[src/rtl/trng_fetch.sv]
// TRNG consumer: drives gen/rdy/rdn request handshake, buffers words in a show-ahead FIFO,
// request watchdog. Optional repetition health test enabled by `define TRNG_FETCH_RCT_EN.
module trng_fetch #(
    parameter int W     = 32,
    parameter int DEPTH = 4,
    parameter int TMO   = 4096
) (
    input  logic                     clk,
    input  logic                     rst,
    input  logic                     en,
    input  logic                     clr,
    output logic                     gen,
    input  logic                     rdy,
    input  logic [W-1:0]             rdn,
    output logic                     rd_valid,
    input  logic                     rd_ready,
    output logic [W-1:0]             rd_data,
    output logic [$clog2(DEPTH):0]   level,
    output logic                     tmo_err,
    output logic                     alarm
);
    localparam int PW = $clog2(DEPTH);
    localparam int LW = PW + 1;
    localparam int CW = $clog2(TMO);
    localparam logic [CW-1:0] WD_MAX = CW'(TMO - 1);
    localparam logic [CW-1:0] WD_PRE = CW'(TMO - 2);

    typedef enum logic {IDLE = 1'b0, REQ = 1'b1} state_t;

    state_t          state_q, state_d;
    logic [W-1:0]    mem_q [DEPTH];
    logic [PW-1:0]   wptr_q, rptr_q;
    logic [LW-1:0]   level_q, level_d, lvl_after_pop;
    logic [CW-1:0]   wd_q, wd_d;
    logic            tmo_q, tmo_d;
    logic            capture, push, pop, rct_hit, wd_hit;

    assign gen           = (state_q == REQ);
    assign capture       = rdy && gen;
    assign rd_valid      = (level_q != '0);
    assign pop           = rd_valid && rd_ready;
    assign push          = capture && !rct_hit;
    assign rd_data       = rd_valid ? mem_q[rptr_q] : '0;
    assign level         = level_q;
    assign tmo_err       = tmo_q;
    assign lvl_after_pop = level_q - LW'(pop);

    // Request decision looks at occupancy after this cycle's pop so a full FIFO
    // being drained re-requests without an extra bubble.
    always_comb begin
        state_d = state_q;
        wd_d    = wd_q;
        wd_hit  = 1'b0;
        case (state_q)
            IDLE: begin
                if (en && (lvl_after_pop < LW'(DEPTH))) begin
                    state_d = REQ;
                    wd_d    = '0;
                end
            end
            REQ: begin
                if (rdy) begin
                    state_d = IDLE;
                end else begin
                    if (!en) state_d = IDLE;
                    if (wd_q != WD_MAX) begin
                        wd_d   = wd_q + 1'b1;
                        wd_hit = (wd_q == WD_PRE);
                    end
                end
            end
            default: state_d = IDLE;
        endcase
    end

    assign level_d = level_q + LW'(push) - LW'(pop);
    assign tmo_d   = wd_hit | (tmo_q & ~clr);

    always_ff @(posedge clk or posedge rst) begin
        if (rst) begin
            state_q <= IDLE;
            wd_q    <= '0;
            tmo_q   <= 1'b0;
            level_q <= '0;
            wptr_q  <= '0;
            rptr_q  <= '0;
            for (int i = 0; i < DEPTH; i++) mem_q[i] <= '0;
        end else begin
            state_q <= state_d;
            wd_q    <= wd_d;
            tmo_q   <= tmo_d;
            level_q <= level_d;
            if (push) begin
                mem_q[wptr_q] <= rdn;
                wptr_q        <= wptr_q + 1'b1;
            end
            if (pop) rptr_q <= rptr_q + 1'b1;
        end
    end

`ifdef TRNG_FETCH_RCT_EN
    logic [W-1:0] last_q;
    logic         last_vld_q;
    logic         alarm_q;

    // Every capture updates the reference, including rejected repeats.
    assign rct_hit = capture && last_vld_q && (rdn == last_q);
    assign alarm   = alarm_q;

    always_ff @(posedge clk or posedge rst) begin
        if (rst) begin
            last_q     <= '0;
            last_vld_q <= 1'b0;
            alarm_q    <= 1'b0;
        end else begin
            if (capture) begin
                last_q     <= rdn;
                last_vld_q <= 1'b1;
            end
            alarm_q <= rct_hit | (alarm_q & ~clr);
        end
    end
`else
    assign rct_hit = 1'b0;
    assign alarm   = 1'b0;
`endif

endmodule
[config.mk]
export PLATFORM = sky130hd
export DESIGN_NAME = trng_fetch
export DESIGN_NICKNAME = d
export VERILOG_FILES = /design/src/rtl/trng_fetch.sv
export SDC_FILE = /design/constraint.sdc
export NUM_CORES = 1
export LEC_CHECK = 0
export ABC_AREA = 1
export BUFFER_PORTS_ARGS = -buffer_cell sky130_fd_sc_hd__clkbuf_2
export CORE_MARGIN = 2
export CORE_UTILIZATION = 42
export DETAILED_ROUTE_END_ITERATION = 6
export SYNTH_ARGS = -nofsm -noshare
export SYNTH_HDL_FRONTEND = slang
export SYNTH_SLANG_ARGS = --single-unit
[constraint.sdc]
create_clock -name clk -period 5.08 [get_ports clk]
set_input_delay 0.508 -clock clk [delete_from_list [all_inputs] [get_ports clk]]
set_output_delay 0.508 -clock clk [all_outputs]
set_load 0.01 [all_outputs]
==> results of run 1 <==
-- kinds of logic (layout without fill, tap and decap cells) --
group                    count (synthesis)  in the layout  synth area share (%)
other                                    1              1               0.05279
AND/OR/NAND/NOR                        369            369                 21.19
flip-flops                             149            149                 52.49
adder cells (fa/ha/maj)                  8              8                 1.515
buffers and inverters                  104            165                 7.345
XOR/XNOR                                 8              8                0.9865
AO/OA/AOI/OAI                          231            231                 16.42
-- path summary, 6_finish.rpt --
path | from | end | slack [ns] | cells past startpoint
setup / recovery | rptr_q[0]$_DFFE_PP0P_ | rd_data[31] | 2.40 | 4
hold / removal | clr | tmo_err$_DFF_PP0_ | 0.26 | 2
setup reg to reg | level[1]$_DFF_PP0_ | level[1]$_DFF_PP0_ | 3.04 | 6
hold reg to reg | mem_q[23]$_DFFE_PP0P_ | mem_q[23]$_DFFE_PP0P_ | 0.48 | 2
max in group asynchronous | rst | rptr_q[0]$_DFFE_PP0P_ | 3.60 | 3
min in group asynchronous | rst | gen$_DFF_PP0_ | 0.32 | 2
-- metrics by stage --
stage	worst slack, ns	instance area [um2]	cells
2_1_floorplan	0.5640	7103	870
3_3_place_gp	2.842	7486	1119
3_5_place_dp	2.828	7486	1119
4_1_cts	2.364	8089	1151
5_1_grt	2.149	8089	1151
6_report	2.404	8089	1151
-- cells in the mapped netlist (all sizes together) --
cell type	number
nand3	8
clkbuf	10
a21o	3
a21oi	32
xor2	5
nand2	202
nand4	6
conb	1
buf	41
o21ai	196
ha	7
dfrtp	149
inv	53
nor2	151
xnor2	3
fa	1
nor3	2
-- routing by layer --
metal / GRT usage (%) / vias to the layer above / wire (um) / share of wire, %
met4: 7.251 / 0 / 216 / 1.3
met3: 3.175 / 11 / 500 / 3.1
met5: 0 / - / 0 / 0
li1: - / 2898 / - / -
met2: 29.32 / 92 / 7192 / 44
met1: 27.97 / 2654 / 8384 / 51
-- registers in the layout (all words and copies together), names as in the netlist --
| signal | cells |
|---|---|
| wd_q | 12 |
| gen | 1 |
| mem_q | 128 |
| wptr_q | 2 |
| level | 3 |
| tmo_err | 1 |
| rptr_q | 2 |
-- power breakdown --
| part | total [mW] | switching (mW) | internal [mW] |
|---|---|---|---|
| registers | 2.03 | 0.301 | 1.73 |
| clock network | 1.28 | 0.475 | 0.808 |
| logic | 2.11 | 1.32 | 0.788 |
| total | 5.43 | 2.10 | 3.33 |
-- layout make-up --
cell class	instances	share of cell area [%]
Clock buffer	23	5.909
Timing Repair Buffer	80	5.104
Sequential cell	149	46.11
Tap cell	220	3.403
Inverter	53	2.583
Multi-Input combinational cell	617	35.34
Clock inverter	9	1.547
-- worst max-delay path, stage by stage (launching register included) --
cell and delay [ns]:
dfrtp_2 0.40, inv_2 0.68, o21ai_0 0.20, a21oi_1 0.26
clkbuf_2 0.17
-- layout by cell type (no fill, tap or decap), types with 2 or more instances in the layout --
cell type,n
a21o_2,2
a21oi_1,32
buf_4,5
bufinv_16,3
clkbuf_1,3
clkbuf_16,17
clkbuf_2,75
clkbuf_8,3
clkinv_2,4
clkinvlp_4,2
dfrtp_1,148
ha_1,7
inv_1,50
inv_6,2
nand2_1,195
nand2_2,2
nand2_4,5
nand3_1,7
nand4_1,5
nor2_1,147
nor2_4,2
o21ai_0,116
o21ai_1,80
xnor2_1,3
xor2_1,5
==> flow_summary.yaml, run 1 <==
clocking:
  cts_buffers: 17
  ctsResizeCount: 0
  clkSlewWorstSetupHoldPaths_ns: 0.06
  h-tree-depth: 4
  ctsHoldBuffers: 0
  cts_setup_buffers: 0
  cts_tree: "built"
  insertion_delay_ns: 0.42
  clockRootBuffer: "clkbuf_16"
  clockBufferDepth: 2
  cts.sinks: 149
yosys:
  yosysUniqueCellTypes: 31
  synth_area_leader_cell: "dfrtp_1"
  netlist_area_um2: 7103
  ys_top_cells_by_area: "dfrtp_1 52%, nand2_1 10%, o21ai_0 8.2%, nor2_1 7.8%, o21ai_1 5.6%"
  syn_nets: 916
  netlist_instances: 870
  yosysWarnings: 0
  ys_seq_area_share_pct: 52.49
  synth_seq_cells: 149
  synth_top_area_share_pct: 52.49
  avgSynthCellArea_um2: 8.164
drt:
  firstDrtPassIters: 7
  drc: 0
  dr.first_iter.drc_count: 403
  vias_per_cell: 4.913
  wl_per_cell_um: 14.16
  vias: 5655
  drt_wl_total_um: 16290
  drtAntennaViolNets: 0
run:
  drv_cap: 0
placed_design:
  globalplace.congestion: 0.7659
  dp_hpwl_um: 9442
  io_buffer_count: 75
cells_and_area:
  drive_above_1_share_pct: 13.86
  fin_nets: 964
  utilization_pct: 48.78
  n_fill_cell: 1693
  antenna_cells: 0
  multiInputGateArea_um2: 2859
  regArea_um2: 3730
  syn_to_final_growth_pct: 13.88
grt:
  grt.total_usage_pct: 19.31
  grt_pass1_vias: 5363
  gr-total-overflow: 0
  antenna_found_initial: 0
  grt_pass1_wl_um: 27340
  grt_max_degree: 110
die:
  start_util_pct: 42.83
  rows: 47
  die_area_um2: 17970
  die_x_um: 134.0
  io_pins: 77
  core_um2: 16580
  die_height_um: 134.0
timing:
  slew_headroom_pct: 33.95
  setup_violations: 0
  holdWs_ns: 0.2586
  skew_ns: 0.007697
  fin_crit_sh_pct: 52.68
  final.setup.tns_ns: 0
  fin_crit_ns: 2.676
  worst_pin_slew_ns: 0.9907
  max_freq_ghz: 0.3737
  rsz0062_at_grt: "no"
  finalHoldViolCount: 0
  slew_violations: 0
worst_setup_path:
  worstSetupPathType: "flop to output pin"
  crit_path_end_kind: "output pin"
  arrival_ns: 2.17
  critPathRequiredTime_ns: 4.57
  crit_fanout: 64
  crit_path_start_kind: "flop"
power:
  pwr_density_cell_nw_per_um2: 670.7
  finalPower_mw: 5.425
  irDropWorstVdd_uv: 372.3
  power.leakage_nw: 4.041
run_status:
  status: "completed"
hold_path:
  hold_class: "primary input to flop"
No activity file was read; power rests on OpenSTA's default activity.
==> inputs of run 2 (changes only) <==
--- a/config.mk
+++ b/config.mk
@@ -5,7 +5,7 @@
 export SDC_FILE = /design/constraint.sdc
 export NUM_CORES = 1
 export LEC_CHECK = 0
-export ABC_AREA = 1
+export ABC_AREA = 0
 export BUFFER_PORTS_ARGS = -buffer_cell sky130_fd_sc_hd__clkbuf_2
 export CORE_MARGIN = 2
 export CORE_UTILIZATION = 42
==> constraint.sdc (replaced) <==
create_clock -name clk -period 2.5 [get_ports clk]
set_input_delay 0.25 -clock clk [delete_from_list [all_inputs] [get_ports clk]]
set_output_delay 0.25 -clock clk [all_outputs]
set_load 0.01 [all_outputs]
==> run 2 against run 1 <==
  * Setup slack lost 2.2 ns
  * Sequential power grew 100%
  * Utilization grew 2.4 points
  * Die area shrank 3.1%
  * Non-clock buffer count grew 12
  * Critical path depth is the same
  * Final area grew 0.91%
  * Largest power group unchanged
==> flow_summary.yaml, run 2 <==
run_status:
  status: "completed"
die:
  rows: 46
  core_um2: 15940
  start_util_pct: 43.14
  die_height_um: 132.0
  die_area_um2: 17420
  die_x_um: 132.0
  io_pins: 77
drt:
  drtAntennaViolNets: 0
  drc: 0
  dr.first_iter.drc_count: 178
  drt_wl_total_um: 14180
  wl_per_cell_um: 18.36
  vias_per_cell: 5.288
  firstDrtPassIters: 4
  vias: 4082
timing:
  skew_ns: 0.007322
  setup_violations: 0
  finalHoldViolCount: 0
  holdWs_ns: 0.07031
  fin_crit_sh_pct: 93.46
  slew_headroom_pct: 48.67
  final.setup.tns_ns: 0
  rsz0062_at_grt: "no"
  fin_crit_ns: 2.337
  slew_violations: 0
  worst_pin_slew_ns: 0.7699
  max_freq_ghz: 0.4280
worst_setup_path:
  critPathRequiredTime_ns: 2.25
  crit_chain: "buf_12 -> mux4_2 -> and2_1 -> clkbuf_2"
  crit_path_end_kind: "output pin"
  slowest_stage: "dfrtp_2"
  r2r_start: "gen$_DFF_PP0_"
  crit_fanout: 15
  worstSetupPathType: "flop to output pin"
  crit_path_start_kind: "flop"
  worst_r2r_path_depth: 6
  cp_top_family: "flip-flops"
  slowest_delay_ns: 0.60
  ff2ff_setup_slack_ns: 0.47
  r2r_end: "level[2]$_DFF_PP0_"
  arrival_ns: 2.09
  worstPathBufferInverterCount: 2
clocking:
  cts_buffers: 17
  insertion_delay_ns: 0.42
  cts_setup_buffers: 0
  ctsHoldBuffers: 1
  h-tree-depth: 4
  clockRootBuffer: "clkbuf_16"
  cts_tree: "built"
  ctsResizeCount: 0
  clkSlewWorstSetupHoldPaths_ns: 0.06
  clockBufferDepth: 2
  cts.sinks: 149
yosys:
  netlist_area_um2: 6878
  yosysUniqueCellTypes: 47
  synth_most_common_cell: "dfrtp_1"
  synthFlopType: "dfrtp_1"
  synth-edff-count: 0
  synthArstFlopShare_pct: 100.0
  synth_area_leader_cell: "dfrtp_1"
  ys_top_cells_by_area: "dfrtp_1 54%, mux2_2 20%, mux4_2 10%, and2_1 3.0%, ha_1 1.3%"
  syn_nets: 508
  avgSynthCellArea_um2: 14.89
  synthTopCellsByCount: "149 x dfrtp_1, 123 x mux2_2, 33 x and2_1, 32 x mux4_2, 15 x buf_2"
  synth_top_area_share_pct: 54.21
  ys_seq_area_share_pct: 54.21
  synth_seq_cells: 149
  yosysWarnings: 0
  netlist_instances: 462
grt:
  antenna_found_initial: 0
  grt_pass1_vias: 4447
  gr-total-overflow: 0
  grt_pass1_wl_um: 23580
  grt_max_degree: 150
  grt.total_usage_pct: 17.47
cells_and_area:
  syn_to_final_growth_pct: 18.68
  utilization_pct: 51.20
  layout_common_cells: "147 x dfrtp_1, 123 x mux2_2, 75 x clkbuf_2"
  largest-register: "mem_q"
  final_common_cell: "dfrtp_1"
  drive_above_1_share_pct: 51.62
  antenna_cells: 0
  n_fill_cell: 1357
  largest_reg_flops: 128
  fin_nets: 590
placed_design:
  io_buffer_count: 75
  dp_hpwl_um: 9040
  globalplace.congestion: 0.7543
power:
  irDropWorstVdd_uv: 662.8
  finalPower_mw: 10.96
  pwr_density_cell_nw_per_um2: 1342
  power.leakage_nw: 3.674
hold_path:
  hold_class: "primary input to async pin"
run:
  drv_cap: 0
run 2: cell types whose count changed in the layout (fill, tap and decap cells not counted), moves of 5 or more:
cell,previous run,this run
nand2_1,195,7
nor2_1,147,5
mux2_2,0,123
o21ai_0,116,2
o21ai_1,80,3
inv_1,50,9
and2_1,0,33
mux4_2,0,32
a21oi_1,32,3
buf_4,5,13
mux2_1,0,6
nand2_4,5,0
run 2: how the worst max path moves through the flow:
stage               cells after the start                  to             startpoint  slack, ns
floorplan                               1       gen$_DFF_PP0_                    rst       0.38
global placement                        6  level[2]$_DFF_PP0_          gen$_DFF_PP0_       0.54
detailed placement                      6  level[2]$_DFF_PP0_          gen$_DFF_PP0_       0.48
CTS                                     4         rd_data[10]  rptr_q[0]$_DFFE_PP0P_       0.10
global route                            4         rd_data[10]  rptr_q[0]$_DFFE_PP0P_       0.03
finish                                  4         rd_data[10]  rptr_q[0]$_DFFE_PP0P_       0.16
run 2: logic make-up (layout without fill, tap and decap cells):
logic type      count (synthesis)  count (layout)  share of synthesized area (%)
buf+inv                        39             133                          2.674
flops                         149             149                          54.21
compound gates                 23              23                          2.438
xor+xnor                        7               7                         0.8914
other cells                     1               1                        0.05452
simple gates                   74              74                          6.568
fa+ha+maj                       8               8                          1.564
mux                           161             161                          31.60
run 2: metrics by stage:
step | cells | area [um2] | worst slack (ns)
2_1_floorplan | 462 | 6882 | 0.3750
3_3_place_gp | 740 | 7561 | 0.5378
3_5_place_dp | 740 | 7561 | 0.4830
4_1_cts | 772 | 8163 | 0.1002
5_1_grt | 772 | 8163 | 0.02971
6_report | 772 | 8163 | 0.1635
run 2: power breakdown:
group          internal (mW)  switching, mW  total [mW]
Combinational           2.51           1.76        4.26
Clock                   1.55          0.992        2.54
Sequential              3.52          0.633        4.15
run 2: worst reg2reg max path: stages, from the launching register on:
cell	delay [ns]
dfrtp_1	0.69
nand2_1	0.26
nand3_1	0.20
nand2_1	0.07
ha_1	0.19
fa_1	0.38
xnor2_1	0.13
run 2: cell type report:
cell class / instances / area [um2] / share of cell area (%)
flip-flops and latches: 149 / 3731 / 45.71
multi-input cells: 274 / 2985 / 36.57
repair buffers: 92 / 543.0 / 6.652
clock buffers: 21 / 470.5 / 5.763
well taps: 216 / 270.3 / 3.311
clock inverters: 10 / 121.4 / 1.487
inverters: 10 / 41.29 / 0.5058
run 2: metal layers:
metal | GRT usage [%] | up-vias | share of wire [%]
met5 | 0 | - | 0
li1 | - | 1861 | -
met4 | 6.280 | 0 | 1.4
met3 | 4.383 | 16 | 3.4
met1 | 22.81 | 2143 | 45
met2 | 28.41 | 62 | 50
